## src/rtl/interval_timer_if.sv

```systemverilog
// rtl/interval_timer_if.sv - control/status bundle for interval_timer
interface interval_timer_if #(
    parameter int WIDTH = 16
);
    logic             start;
    logic             stop;
    logic             periodic;
    logic [WIDTH-1:0] target;
    logic [WIDTH-1:0] count;
    logic             tick;
    logic             done;
    logic             busy;

    modport master (
        output start, stop, periodic, target,
        input  count, tick, done, busy
    );

    modport slave (
        input  start, stop, periodic, target,
        output count, tick, done, busy
    );
endinterface

```

## src/rtl/interval_timer.sv

```systemverilog
// rtl/interval_timer.sv - runtime-loadable interval timer with prescaler, one-shot/periodic modes
module interval_timer #(
    parameter int WIDTH    = 16,
    parameter int PRESCALE = 1
) (
    input  logic           clk,
    input  logic           reset,
    interval_timer_if.slave bus
);
    typedef enum logic [1:0] {
        IDLE = 2'd0,
        RUN  = 2'd1,
        DONE = 2'd2
    } state_t;

    state_t           state_q, state_d;
    logic [WIDTH-1:0] count_q, count_d;
    logic [WIDTH-1:0] target_q, target_d;
    logic             mode_q, mode_d;
    logic             tick_q, tick_d;
    logic             done_q, done_d;
    logic             busy_q, busy_d;
    logic             accept;
    logic             step;

    // A zero target would never reach a terminal count, so such a start is ignored.
    assign accept = bus.start && (bus.target != '0);

    generate
        if (PRESCALE == 1) begin : g_no_presc
            assign step = 1'b1;
        end else begin : g_presc
            localparam int            PW   = $clog2(PRESCALE);
            localparam logic [PW-1:0] PMAX = PW'(PRESCALE - 1);
            logic [PW-1:0] presc_q;

            always_ff @(posedge clk or negedge reset) begin
                if (!reset) begin
                    presc_q <= '0;
                end else if (accept || bus.stop || (state_q != RUN)) begin
                    presc_q <= '0;
                end else if (presc_q == PMAX) begin
                    presc_q <= '0;
                end else begin
                    presc_q <= presc_q + PW'(1);
                end
            end

            assign step = (presc_q == PMAX);
        end
    endgenerate

    always_comb begin
        state_d  = state_q;
        count_d  = count_q;
        target_d = target_q;
        mode_d   = mode_q;
        tick_d   = 1'b0;
        done_d   = done_q;
        busy_d   = busy_q;

        // Priority: restart, then abort, then normal counting.
        if (accept) begin
            target_d = bus.target;
            mode_d   = bus.periodic;
            count_d  = '0;
            done_d   = 1'b0;
            busy_d   = 1'b1;
            state_d  = RUN;
        end else if (bus.stop) begin
            state_d = IDLE;
            busy_d  = 1'b0;
            done_d  = 1'b0;
        end else if ((state_q == RUN) && step) begin
            if (count_q == (target_q - WIDTH'(1))) begin
                tick_d = 1'b1;
                if (mode_q) begin
                    count_d = '0;
                end else begin
                    done_d  = 1'b1;
                    busy_d  = 1'b0;
                    state_d = DONE;
                end
            end else begin
                count_d = count_q + WIDTH'(1);
            end
        end
    end

    always_ff @(posedge clk or negedge reset) begin
        if (!reset) begin
            state_q  <= IDLE;
            count_q  <= '0;
            target_q <= '0;
            mode_q   <= 1'b0;
            tick_q   <= 1'b0;
            done_q   <= 1'b0;
            busy_q   <= 1'b0;
        end else begin
            state_q  <= state_d;
            count_q  <= count_d;
            target_q <= target_d;
            mode_q   <= mode_d;
            tick_q   <= tick_d;
            done_q   <= done_d;
            busy_q   <= busy_d;
        end
    end

    assign bus.count = count_q;
    assign bus.tick  = tick_q;
    assign bus.done  = done_q;
    assign bus.busy  = busy_q;
endmodule

```

## src/flat_wrapper.sv

```systemverilog
// flat-port wrapper written by rule: the top's interface ports become plain ports
module interval_timer_flat 
#(
    parameter int WIDTH    = 16,
    parameter int PRESCALE = 1
)
  (clk, reset, bus_start, bus_stop, bus_periodic, bus_target, bus_count, bus_tick, bus_done, bus_busy);
  interval_timer_if #(.WIDTH(WIDTH)) bus_i ();
  input  logic clk;
  input  logic reset;
  input wire logic [$bits(bus_i.start)-1:0] bus_start;
  input wire logic [$bits(bus_i.stop)-1:0] bus_stop;
  input wire logic [$bits(bus_i.periodic)-1:0] bus_periodic;
  input wire logic [$bits(bus_i.target)-1:0] bus_target;
  output wire logic [$bits(bus_i.count)-1:0] bus_count;
  output wire logic [$bits(bus_i.tick)-1:0] bus_tick;
  output wire logic [$bits(bus_i.done)-1:0] bus_done;
  output wire logic [$bits(bus_i.busy)-1:0] bus_busy;
  assign bus_i.start = bus_start;
  assign bus_i.stop = bus_stop;
  assign bus_i.periodic = bus_periodic;
  assign bus_i.target = bus_target;
  assign bus_count = bus_i.count;
  assign bus_tick = bus_i.tick;
  assign bus_done = bus_i.done;
  assign bus_busy = bus_i.busy;
  interval_timer #(.WIDTH(WIDTH), .PRESCALE(PRESCALE)) u_core (.clk(clk), .reset(reset), .bus(bus_i));
endmodule
```

## config.mk

```make
export PLATFORM = sky130hd
export DESIGN_NAME = interval_timer_flat
export DESIGN_NICKNAME = d
export VERILOG_FILES = /design/src/rtl/interval_timer_if.sv /design/src/rtl/interval_timer.sv /design/src/flat_wrapper.sv
export SDC_FILE = /design/constraint.sdc
export NUM_CORES = 1
export LEC_CHECK = 0
export ABC_CLOCK_PERIOD_IN_PS = 5300
export BUFFER_PORTS_ARGS = -buffer_cell sky130_fd_sc_hd__buf_2
export CAP_MARGIN = 20
export CORE_UTILIZATION = 50
export CTS_BUF_LIST = sky130_fd_sc_hd__clkbuf_4 sky130_fd_sc_hd__clkbuf_8
export CTS_CLUSTER_SIZE = 16
export DETAILED_ROUTE_END_ITERATION = 8
export PLACE_DENSITY_LB_ADDON = 0.25
export SYNTH_ARGS = -nofsm -noshare
export SYNTH_HDL_FRONTEND = slang
export SYNTH_SLANG_ARGS = --single-unit
export TNS_END_PERCENT = 5
```

## constraint.sdc

```tcl
create_clock -name clk -period 5.3 [get_ports clk]
set_clock_uncertainty 0.05 [all_clocks]
set_input_delay 1.06 -clock clk [delete_from_list [all_inputs] [get_ports clk]]
set_output_delay 1.06 -clock clk [all_outputs]
set_load 0.01 [all_outputs]
```

After elaboration in Yosys (flattened, before gate mapping)
Cells that the tools add are included.
{ "classes": {"n_reduce_logical": 7, "addsub": 2, "eq_ne": 5, "mux": 24} }
{ "ops": {"columns": ["cell", "n"], "rows": [
  ["2-to-1 mux 16 bit", 5],
  ["adder 16 x 1 -> 16 bit, second input constant", 1],
  ["equality test 16 bit", 1],
  ["nonzero test 16 bit", 1],
  ["subtractor 16 x 1 -> 16 bit, second input constant", 1],
  ["2-to-1 mux 1 bit", 14],
  ["2-to-1 mux 2 bit", 5],
  ["AND reduction 3 bit", 2],
  ["nonzero test 3 bit", 2],
  ["!= test 3 x 1 -> 1 bit, second input constant", 1],
  ["!= test 3 bit, second input constant", 1],
  ["equality test 2 x 1 -> 1 bit, second input constant", 1],
  ["!= test 2 x 1 -> 1 bit, second input constant", 1],
  ["nonzero test 2 bit", 1],
  ["logical AND 1 bit", 1]
]} }
{ "word_totals": {"wordCells": 45, "out_inout_bits": 19, "register_bits": 38, "in_bits": 21} }

Longest topological paths before layout
Gate-level depths: netlist of the first run.
{ "logic_depth": {"ltp_word": 6, "ltp_mapped": 12, "mapped_depth_nobuf": 10} }

Worst setup path after synthesis of the first run
OpenSTA, ideal clock, no wires.
{ "synth_path": {"kind": "reg2reg", "startpoint": "register u_core.target_q[3]", "endpoint": "register u_core.count_q[10] (netlist: u_core.bus.count[10])", "n_path_buf": 3, "required_time_ns": 5.124, "synth_period_minus_slack_ns": 3.072, "setup_ns": 0.126, "t_arrival_ns": 2.896, "path_stages_with_launch": 11, "setup_slack_ns": 2.228, "cell_sequence": "dfrtp_1 > or4_1 > buf_2 > or3_4 > or4_1 > a32oi_1 > and4_1 > buf_4 > a211oi_4 > buf_6 > a221o_1"} }
{ "synth_via": {"elab_chain_cells": 6, "word_cells_on_any_way": 8, "cone_classes": "add/sub: 1; eq/ne: 2; mux: 4; reduce/logical: 1"} }
{ "synth_rtl": {"columns": ["item", "line_no", "text"], "rows": [
  ["from (decl)", "interval_timer.sv:18", "logic [WIDTH-1:0] target_q, target_d;"],
  ["from (signal assigned)", "interval_timer.sv:102", "target_q <= target_d;"],
  ["subtractor 16 x 1 -> 16 bit *", "interval_timer.sv:75", "if (count_q == (target_q - WIDTH'(1))) begin"],
  ["equality test 16 bit *", "interval_timer.sv:75", null],
  ["2-to-1 mux 16 bit", "interval_timer.sv:75", null],
  ["2-to-1 mux 16 bit", "interval_timer.sv:74", "end else if ((state_q == RUN) && step) begin"],
  ["2-to-1 mux 16 bit", "interval_timer.sv:70", "end else if (bus.stop) begin"],
  ["2-to-1 mux 16 bit", "interval_timer.sv:63", "if (accept) begin"],
  ["to (signal assigned)", "interval_timer.sv:101", "count_q <= count_d;"],
  ["to (decl)", "interval_timer.sv:17", "logic [WIDTH-1:0] count_q, count_d;"]
]} }
Mark *: on every way between the ends. The rest lies on a longest branch, timed or not. The select of a mux whose other input is x is not followed.
A chain may end at the register's enable or synchronous reset.

Worst setup path after layout of the first run
{ "layout_path": {"startpoint": "register u_core.target_q[3]", "endpoint": "register u_core.count_q[9] (netlist: u_core.bus.count[9])"} }
Same word-level chain as after synthesis.

==> metrics, run 1 <==
status=complete, no violations; Reg2Reg Setup Slack=1780 ps; critical path class=reg2reg; Filler cells=405; CTS clk-pin slew, worst paths=70 ps; Yosys top cell by area=dfrtp_1; Site Rows=24; Syn. warnings=0; Post-synth top cells=dfrtp_1, nand2_1, nor2_1, mux2_2; Seq/Total Area, Yosys=0.3917; Syn Nets=274; final instance area=2609 sq um; largest cells by area after synthesis=dfrtp_1, mux2_2, xor2_1; Synth cell types=50; GRT Overall Usage=0.2275; post-route ant nets=0; initial antenna violation count=0; peak supply drop=0.09861 mV; largest net degree at the start of global routing=37; HP Class=reg2reg; die height=69.82 microns; R2R depth=8; nets=309; Max Freq=284.2 MHz; I/O Buffers=39; Root Driver=clkbuf_8; Sink Count=36; post-CTS sizing=0; Final Hold Fails=0; Yosys reg bits=36; Slew headroom=0.3974; post-synthesis cell count=251; setup bufs post-CTS=0; maximum clock insertion buffer count=2; H-tree levels=2; setup violators final=0; R2R Path End=u_core.bus.count[9]; CP endpoint=u_core.bus.count[9]; Post-Syn Area=2300 sq um; Pwr Total=0.6212 mW; slew of the pin with the lowest slew margin=901.0 ps; Worst setup startpoint=u_core.target_q[3]; wirelength, routed=5267 microns; Critical Path Stages=8; Crit-path slowest cell=a211oi_4; Max-Cap Viols=0; DR iter-0 viols=147; vias per cell=6.056; top-area cell type share of the netlist area=0.3917; chip width=69.82 microns; Critical Path Sink Type=flop; drt drc=0; WP data required=5470 ps; number of CTS-inserted buffers=5; syn_area_per_cell=9.162 sq um; Wirelength per Cell=15.58 microns; final core occ=0.5950; initial core utilization=0.5245; Largest stage delay, worst path=870 ps; RD Place Congestion=0.9337; drt first pass iters=4; most common cell in the netlist=dfrtp_1; worst slack, placed=1816 ps; RSZ-0062 raised after global routing=no; most used cell, CP=or4_1; HPWL after DPL=3855 microns; RR Startpoint=u_core.target_q[3]; Final Max Slew Viols=0; final setup margin=1781 ps; first-pass GRT wire length=8742 microns; Die Area=4875 sq um; hold_buf cts=0; Buf/Inv on CP=0; hold_sp=u_core.mode_q; Post-DP Area=2512 sq um; CP arrival=3690 ps; Post-synth EDFFs=0; IO Pins=40; share of layout cells above drive strength 1=0.2308; CTS tree=yes; Area Overhead vs Synth=13.44%; ys async rst share=1.000; Fin Setup TNS=0 ps; critical path, cell by cell=or4_1, or4_1, a32o_1, a21oi_1, a31oi_1, a211oi_4, nor3b_1, o21bai_1; n_diodes=0; Tmin final=3519 ps; crit share post-route=0.6640; critical path's top delay family=compound AO/OA/AOI/OAI gates; Pwr Density=238.1 nW/um^2; Core Area=4384 sq um; Leak=1.146 nW; Primary FF master, synth=dfrtp_1; type of origin of the critical path=flop; worst-path maximum fanout=25; Clock Latency Late Sink=290 ps; grt ovf=0; Via Count=2047; vias in the first global route=1810
logic make-up (layout without fill, tap and decap cells):
logic type	count (synthesis)	count (layout)	synth area share
AND/OR/NAND/NOR	100	100	0.2285
multiplexers	21	21	0.09902
buffers and inverters	24	59	0.04679
XOR/XNOR	16	16	0.06093
flip-flops	36	36	0.3917
adder cells (fa/ha/maj)	2	2	0.01088
AO/OA/AOI/OAI	52	52	0.1621
how the worst min path moves through the flow:
stage / end / slack [ps] / cells after the start
6_report: u_core.state_q[0] / 500 / 2
3_5_place_dp: u_core.state_q[0] / 480 / 2
4_1_cts: u_core.state_q[0] / 510 / 2
2_1_floorplan: u_core.state_q[0] / 440 / 2
3_3_place_gp: u_core.state_q[0] / 470 / 2
5_1_grt: u_core.state_q[0] / 530 / 2
cell usage in the layout, fill, tap and decap left out, types with 2 or more instances in the layout:
cell type  instances
or3_1              4
nor3b_1            2
or2_2              2
a21oi_1           11
nor2b_1            2
a221o_1            3
nor3_1             7
clkbuf_8           7
mux2_2            14
nand4_1            4
o31ai_1            4
and4_1             2
a22o_1             4
xnor2_1            4
buf_2             39
mux2i_1            7
a41oi_1            2
a211oi_1           2
dfrtp_1           36
nand3_1           12
nor4b_1            2
o21ai_0            9
inv_1             12
nor2_1            20
nor4_1             5
nand2b_1           3
or4_1              5
ha_1               2
and3_1             4
xor2_1            12
a32o_1             2
nand2_1           22
a31oi_1            3
metrics by stage:
| stage | hold WS [ps] | instances |
|---|---|---|
| 2_1_floorplan | 444.5 | 251 |
| 3_3_place_gp | 471.8 | 331 |
| 3_5_place_dp | 479.1 | 331 |
| 4_1_cts | 505.2 | 338 |
| 5_1_grt | 532.1 | 338 |
| 6_report | 497.0 | 338 |
routing by layer:
| metal | track usage | routed length [microns] |
|---|---|---|
| met1 | 0.3402 | 2548 |
| met4 | 0.07333 | 87 |
| met5 | 0 | 0 |
| met3 | 0.04797 | 331 |
| met2 | 0.3269 | 2301 |
state kept, by name, summed over array words and instances (netlist names):
register and cells:
u_core.bus.count 16, u_core.target_q 16, u_core.state_q 1, u_core.mode_q 1, u_core.bus.done 1, u_core.bus.tick 1
power breakdown:
group          internal [mW]  switching [mW]
registers              0.289          0.0214
clock network          0.116          0.0973
logic                 0.0435          0.0543
worst register-to-register path: cells and delay by family, from the launching register on:
family             cells  cell delay [ps]
AOI/OAI and AO/OA      5             1520
and+or+nand+nor        3             1430
DFF                    1              440
final cells by class:
| class | count | area (sq um) | area share |
|---|---|---|---|
| multi-input combinational | 191 | 1299 | 0.4978 |
| sequential | 36 | 900.9 | 0.3453 |
| timing repair buffer | 40 | 202.7 | 0.07770 |
| clock buffer | 7 | 96.34 | 0.03693 |
| tap | 52 | 65.06 | 0.02494 |
| inverter | 12 | 45.04 | 0.01727 |
Power figures use the tool's default switching activity.
==> run 2, diff against run 1 <==
- ABC_AREA: not set -> 1
- ABC_CLOCK_PERIOD_IN_PS: 5300 -> 3400
- clock period: 5.3 -> 3.4 ns (I/O delays scaled with it)
==> metrics, run 2 <==
final instance area=2908 sq um; initial antenna violation count=0; drt first pass iters=4; Area Overhead vs Synth=13.04%; Slew headroom=0.4677; Synth cell types=28; most common cell in the netlist=nand2_1; peak supply drop=0.1932 mV; Seq/Total Area, Yosys=0.3502; RD Place Congestion=0.8347; Largest stage delay, worst path=430 ps; H-tree levels=2; worst hold margin=428.2 ps; Pwr Density=336.4 nW/um^2; Max Freq=437.3 MHz; Post-synth EDFFs=0; wirelength, routed=6084 microns; vias per cell=5.152; largest net degree at the start of global routing=37; vias in the first global route=2266; most frequent cells in the layout=nand2_1, inv_1, buf_2; top-area cell type share of the netlist area=0.3502; n_diodes=0; Final Max Slew Viols=0; CTS tree=yes; Via Count=2535; Syn Nets=410; Pwr Total=0.9782 mW; first-pass GRT wire length=10180 microns; HPWL after DPL=4718 microns; Post-Syn Area=2572 sq um; critical path's top delay family=simple AND/OR/NAND/NOR gates; Post-synth top cells=nand2_1, inv_1, nor2_1, dfrtp_1, nand3_1; grt ovf=0; Leak=1.549 nW; die height=73.73 microns; HP Class=in2async; IO Pins=40; Post-DP Area=2810 sq um; Fin Setup TNS=0 ps; type of origin of the critical path=input port; Placed Cells=484; Primary FF master, synth=dfrtp_1; status=complete, no violations; share of layout cells above drive strength 1=0.1553; Sink Count=36; Core Area=4848 sq um; final cell count without fillers=492; I/O Buffers=39; Root Driver=clkbuf_8; largest cells by area after synthesis=dfrtp_1, nand2_1, nand3_1; maximum clock insertion buffer count=2; setup bufs post-CTS=0; Syn. warnings=0; setup violators final=0; number of CTS-inserted buffers=5; Final Hold Fails=0; Crit-path slowest cell=nor4_1; Yosys reg bits=36; slew of the pin with the lowest slew margin=798.4 ps; DR iter-0 viols=139; GRT Overall Usage=0.2471; Site Rows=25; worst-path maximum fanout=24; Yosys top cell by area=dfrtp_1; nets=447; Wirelength per Cell=12.37 microns; CP arrival=2430 ps; critical path, cell by cell=buf_2, nor4_1, nand4_1, nand2_1, inv_1, o21ai_0; critical path class=in2reg; post-synthesis cell count=387; initial core utilization=0.5306; drt drc=0; Filler cells=476; crit share post-route=0.6726; Die Area=5436 sq um; WP data required=3540 ps; CTS clk-pin slew, worst paths=70 ps; post-CTS sizing=0; RSZ-0062 raised after global routing=no; ys async rst share=1.000; Tmin final=2287 ps; Buf/Inv on CP=2; commonest non-fill, non-tap cell in the layout=nand2_1; chip width=73.73 microns; hold_buf cts=0; Critical Path Sink Type=flop; Clock Latency Late Sink=290 ps; post-route ant nets=0; syn_area_per_cell=6.647 sq um; Max-Cap Viols=0
run 2: metrics by stage:
stage                 util  setup WS, ps
global route        0.5997         878.2
finish              0.5997          1113
CTS                 0.5997          1114
global placement    0.5796         900.8
detailed placement  0.5796         818.0
floorplan                -          1372
run 2: metal layers:
layer	GRT usage	part of all wire	up-vias	wire length [microns]
met5	0	0	-	0
met4	0.08974	0.017	0	104
met3	0.03567	0.055	13	333
met2	0.3874	0.47	68	2888
met1	0.3470	0.45	1140	2758
li1	-	-	1314	-
run 2: cell type report:
type | instances | area (sq um) | share of cell area
Inverter | 42 | 157.7 | 0.05422
Timing Repair Buffer | 41 | 210.2 | 0.07229
Multi-Input combinational cell | 298 | 1458 | 0.5013
Clock buffer | 8 | 97.59 | 0.03356
Sequential cell | 36 | 900.9 | 0.3098
Tap cell | 67 | 83.83 | 0.02883
run 2: worst reg2reg max path, stage by stage, from the launching register on:
cell,delay (ps)
dfrtp_1,400
inv_2,110
ha_1,210
nand2_2,130
nor2_4,200
nand2_1,70
nand2_1,90
nand2_1,80
nor2_1,90
nand2_1,90
nor2_4,140
nand3_2,110
nand2_4,180
nand2_1,100
nand2_1,70
nand2_1,50
run 2: logic make-up (layout without fill, tap and decap cells):
family	after synthesis	after routing	synth area share
compound gates	16	16	0.03258
xor+xnor	19	19	0.06469
fa+ha+maj	2	2	0.009726
buf+inv	53	91	0.08317
flops	36	36	0.3502
simple gates	261	261	0.4596
run 2: where the power goes:
part           total, mW  switching, mW  internal, mW  leakage, nW
Combinational      0.180          0.116        0.0638         1.03
Sequential         0.473         0.0240         0.449        0.469
Clock              0.326          0.145         0.181       0.0523
Total              0.978          0.285         0.694         1.55
run 2: worst paths after layout:
| path | startpoint | end | slack, ps | cells after the start |
|---|---|---|---|---|
| max | bus_target[13] | u_core.target_q[0] | 1110 | 6 |
| min | reset | u_core.bus.count[1] | 430 | 1 |
| max reg2reg | u_core.target_q[0] | u_core.bus.count[12] | 1140 | 15 |
| min reg2reg | u_core.target_q[15] | u_core.target_q[15] | 460 | 2 |
| max in group asynchronous | reset | u_core.bus.count[15] | 2360 | 1 |
| min in group clk | u_core.target_q[15] | u_core.target_q[15] | 460 | 2 |
==> run 3, diff against run 2 <==
- ABC_CLOCK_PERIOD_IN_PS: 3400 -> 2350
- clock period: 3.4 -> 2.35 ns (I/O delays scaled with it)
==> metrics, run 3 (same netlist as run 2, synthesis figures left out) <==
status=complete, no violations; chip width=73.73 microns; wirelength, routed=6659 microns; maximum clock insertion buffer count=2; type of origin of the critical path=flop; most used cell, CP=nand2_1; Die Area=5436 sq um; setup violators final=0; Filler cells=459; drt drc=0; CTS clk-pin slew, worst paths=80 ps; internal power=1.007 mW; Wirelength per Cell=13.43 microns; worst-path maximum fanout=15; Gate power share=0.187; drt first pass iters=5; Final Max Slew Viols=0; IO Pins=40; n_diodes=0; Largest stage delay, worst path=390 ps; slew of the pin with the lowest slew margin=818.1 ps; first-pass GRT wire length=10660 microns; most frequent cells in the layout=nand2_1, inv_1, buf_2; clock network power share=0.340; post-route ant nets=0; number of CTS-inserted buffers=5; Tmin final=2175 ps; Crit-path slowest cell=dfrtp_1; switching share of power=0.3059; Clock Latency Late Sink=290 ps; Site Rows=25; HP Class=in2async; die height=73.73 microns; critical path, cell by cell=inv_2, ha_2, nand2_1, inv_1, nor2_1, nand2_1, nor2_2, nand3_1, nor2_1, nand2_1, nor2_4, nand2_2, nand4_1, nand2_1; sw power=0.4440 mW; Critical Path Sink Type=flop; initial antenna violation count=0; Leak=1.572 nW; critical path class=reg2reg; sequential power share=0.473; Max-Cap Viols=0; peak supply drop=0.2273 mV; HPWL after DPL=4898 microns; commonest non-fill, non-tap cell in the layout=nand2_1; share of layout cells above drive strength 1=0.1678; grt ovf=0; final instance area=2969 sq um; GRT Overall Usage=0.2579; RD Place Congestion=0.9445; largest net degree at the start of global routing=37; initial core utilization=0.5306; worst hold margin=222.3 ps; Core Area=4848 sq um; I/O Buffers=39; WP data required=2480 ps; DR iter-0 viols=220; vias per cell=5.323; Max Freq=459.9 MHz; Via Count=2640; CTS tree=yes; Slew headroom=0.4546; Post-DP Area=2833 sq um; Pwr Density=488.9 nW/um^2; hold_buf cts=0; H-tree levels=2; Sink Count=36; crit share post-route=0.9253; Area Overhead vs Synth=15.42%; Root Driver=clkbuf_8; vias in the first global route=2323; CP arrival=2310 ps; Final Hold Fails=0; nets=452; RSZ-0062 raised after global routing=yes
-- run 3: cell count changes in the layout (fill, tap and decap cells not counted), sizes merged --
cell | previous run | this run
nand2 | 145 | 146
buf | 41 | 45
clkbuf | 8 | 7
-- run 3: area by class of cell --
class	instances	area, sq um	share of cell area
inverters	42	157.7	0.05310
clock buffers	7	96.34	0.03245
multi-input cells	299	1490	0.5019
well taps	67	83.83	0.02823
flip-flops and latches	36	900.9	0.3034
repair buffers	45	240.2	0.08091
-- run 3: per-stage QoR --
stage	worst slack (ps)	TNS, ps	power (mW)	instances	util
2_1_floorplan	402.5	0	0.8755	387	-
3_5_place_dp	177.1	0	0.9601	487	0.5843
3_3_place_gp	225.6	0	0.9549	487	0.5843
4_1_cts	162.2	0	1.448	494	0.6041
5_1_grt	-43.04	-380.7	1.520	496	0.6124
6_report	175.5	0	1.451	496	0.6124
-- run 3: worst max-delay path: cells and delay by family, from the launching register on --
family,cells,cell delay [ps]
buf+inv,2,140
flops,1,390
simple gates,11,1190
fa+ha+maj,1,290
-- run 3: what timing repair did --
item / in CTS / in global routing
buffers inserted: 0 / 1
gates resized for setup: 0 / 4
hold endpoints to repair: 0 / 0
setup endpoints to repair: 0 / 16
-- run 3: final timing paths --
path,from,to,slack [ps],depth (start not counted)
setup / recovery,u_core.target_q[0],u_core.bus.count[13],180,14
hold / removal,reset,u_core.bus.count[5],220,1
max in group asynchronous,reset,u_core.target_q[11],1520,1
hold reg to reg,u_core.target_q[15],u_core.target_q[15],450,2
min in group clk,bus_target[13],u_core.target_q[13],340,3
setup reg to reg,u_core.target_q[0],u_core.bus.count[13],180,14
-- run 3: layer usage --
metal  GRT usage  up-vias  part of all wire
met3     0.03841       10             0.054
met1      0.3606     1224              0.46
met4     0.07479        0             0.016
met2      0.4128       89              0.47
li1            -     1317                 -
met5           0        -                 0
-- run 3: power groups by stage --
stage                     Clock [mW]  Sequential, mW  Combinational [mW]
final                          0.493           0.687               0.272
after global routing           0.521           0.690               0.309
after CTS                      0.498           0.686               0.263
after detailed placement           0           0.698               0.262
after global placement             0           0.698               0.257
after floorplan                    0           0.689               0.186
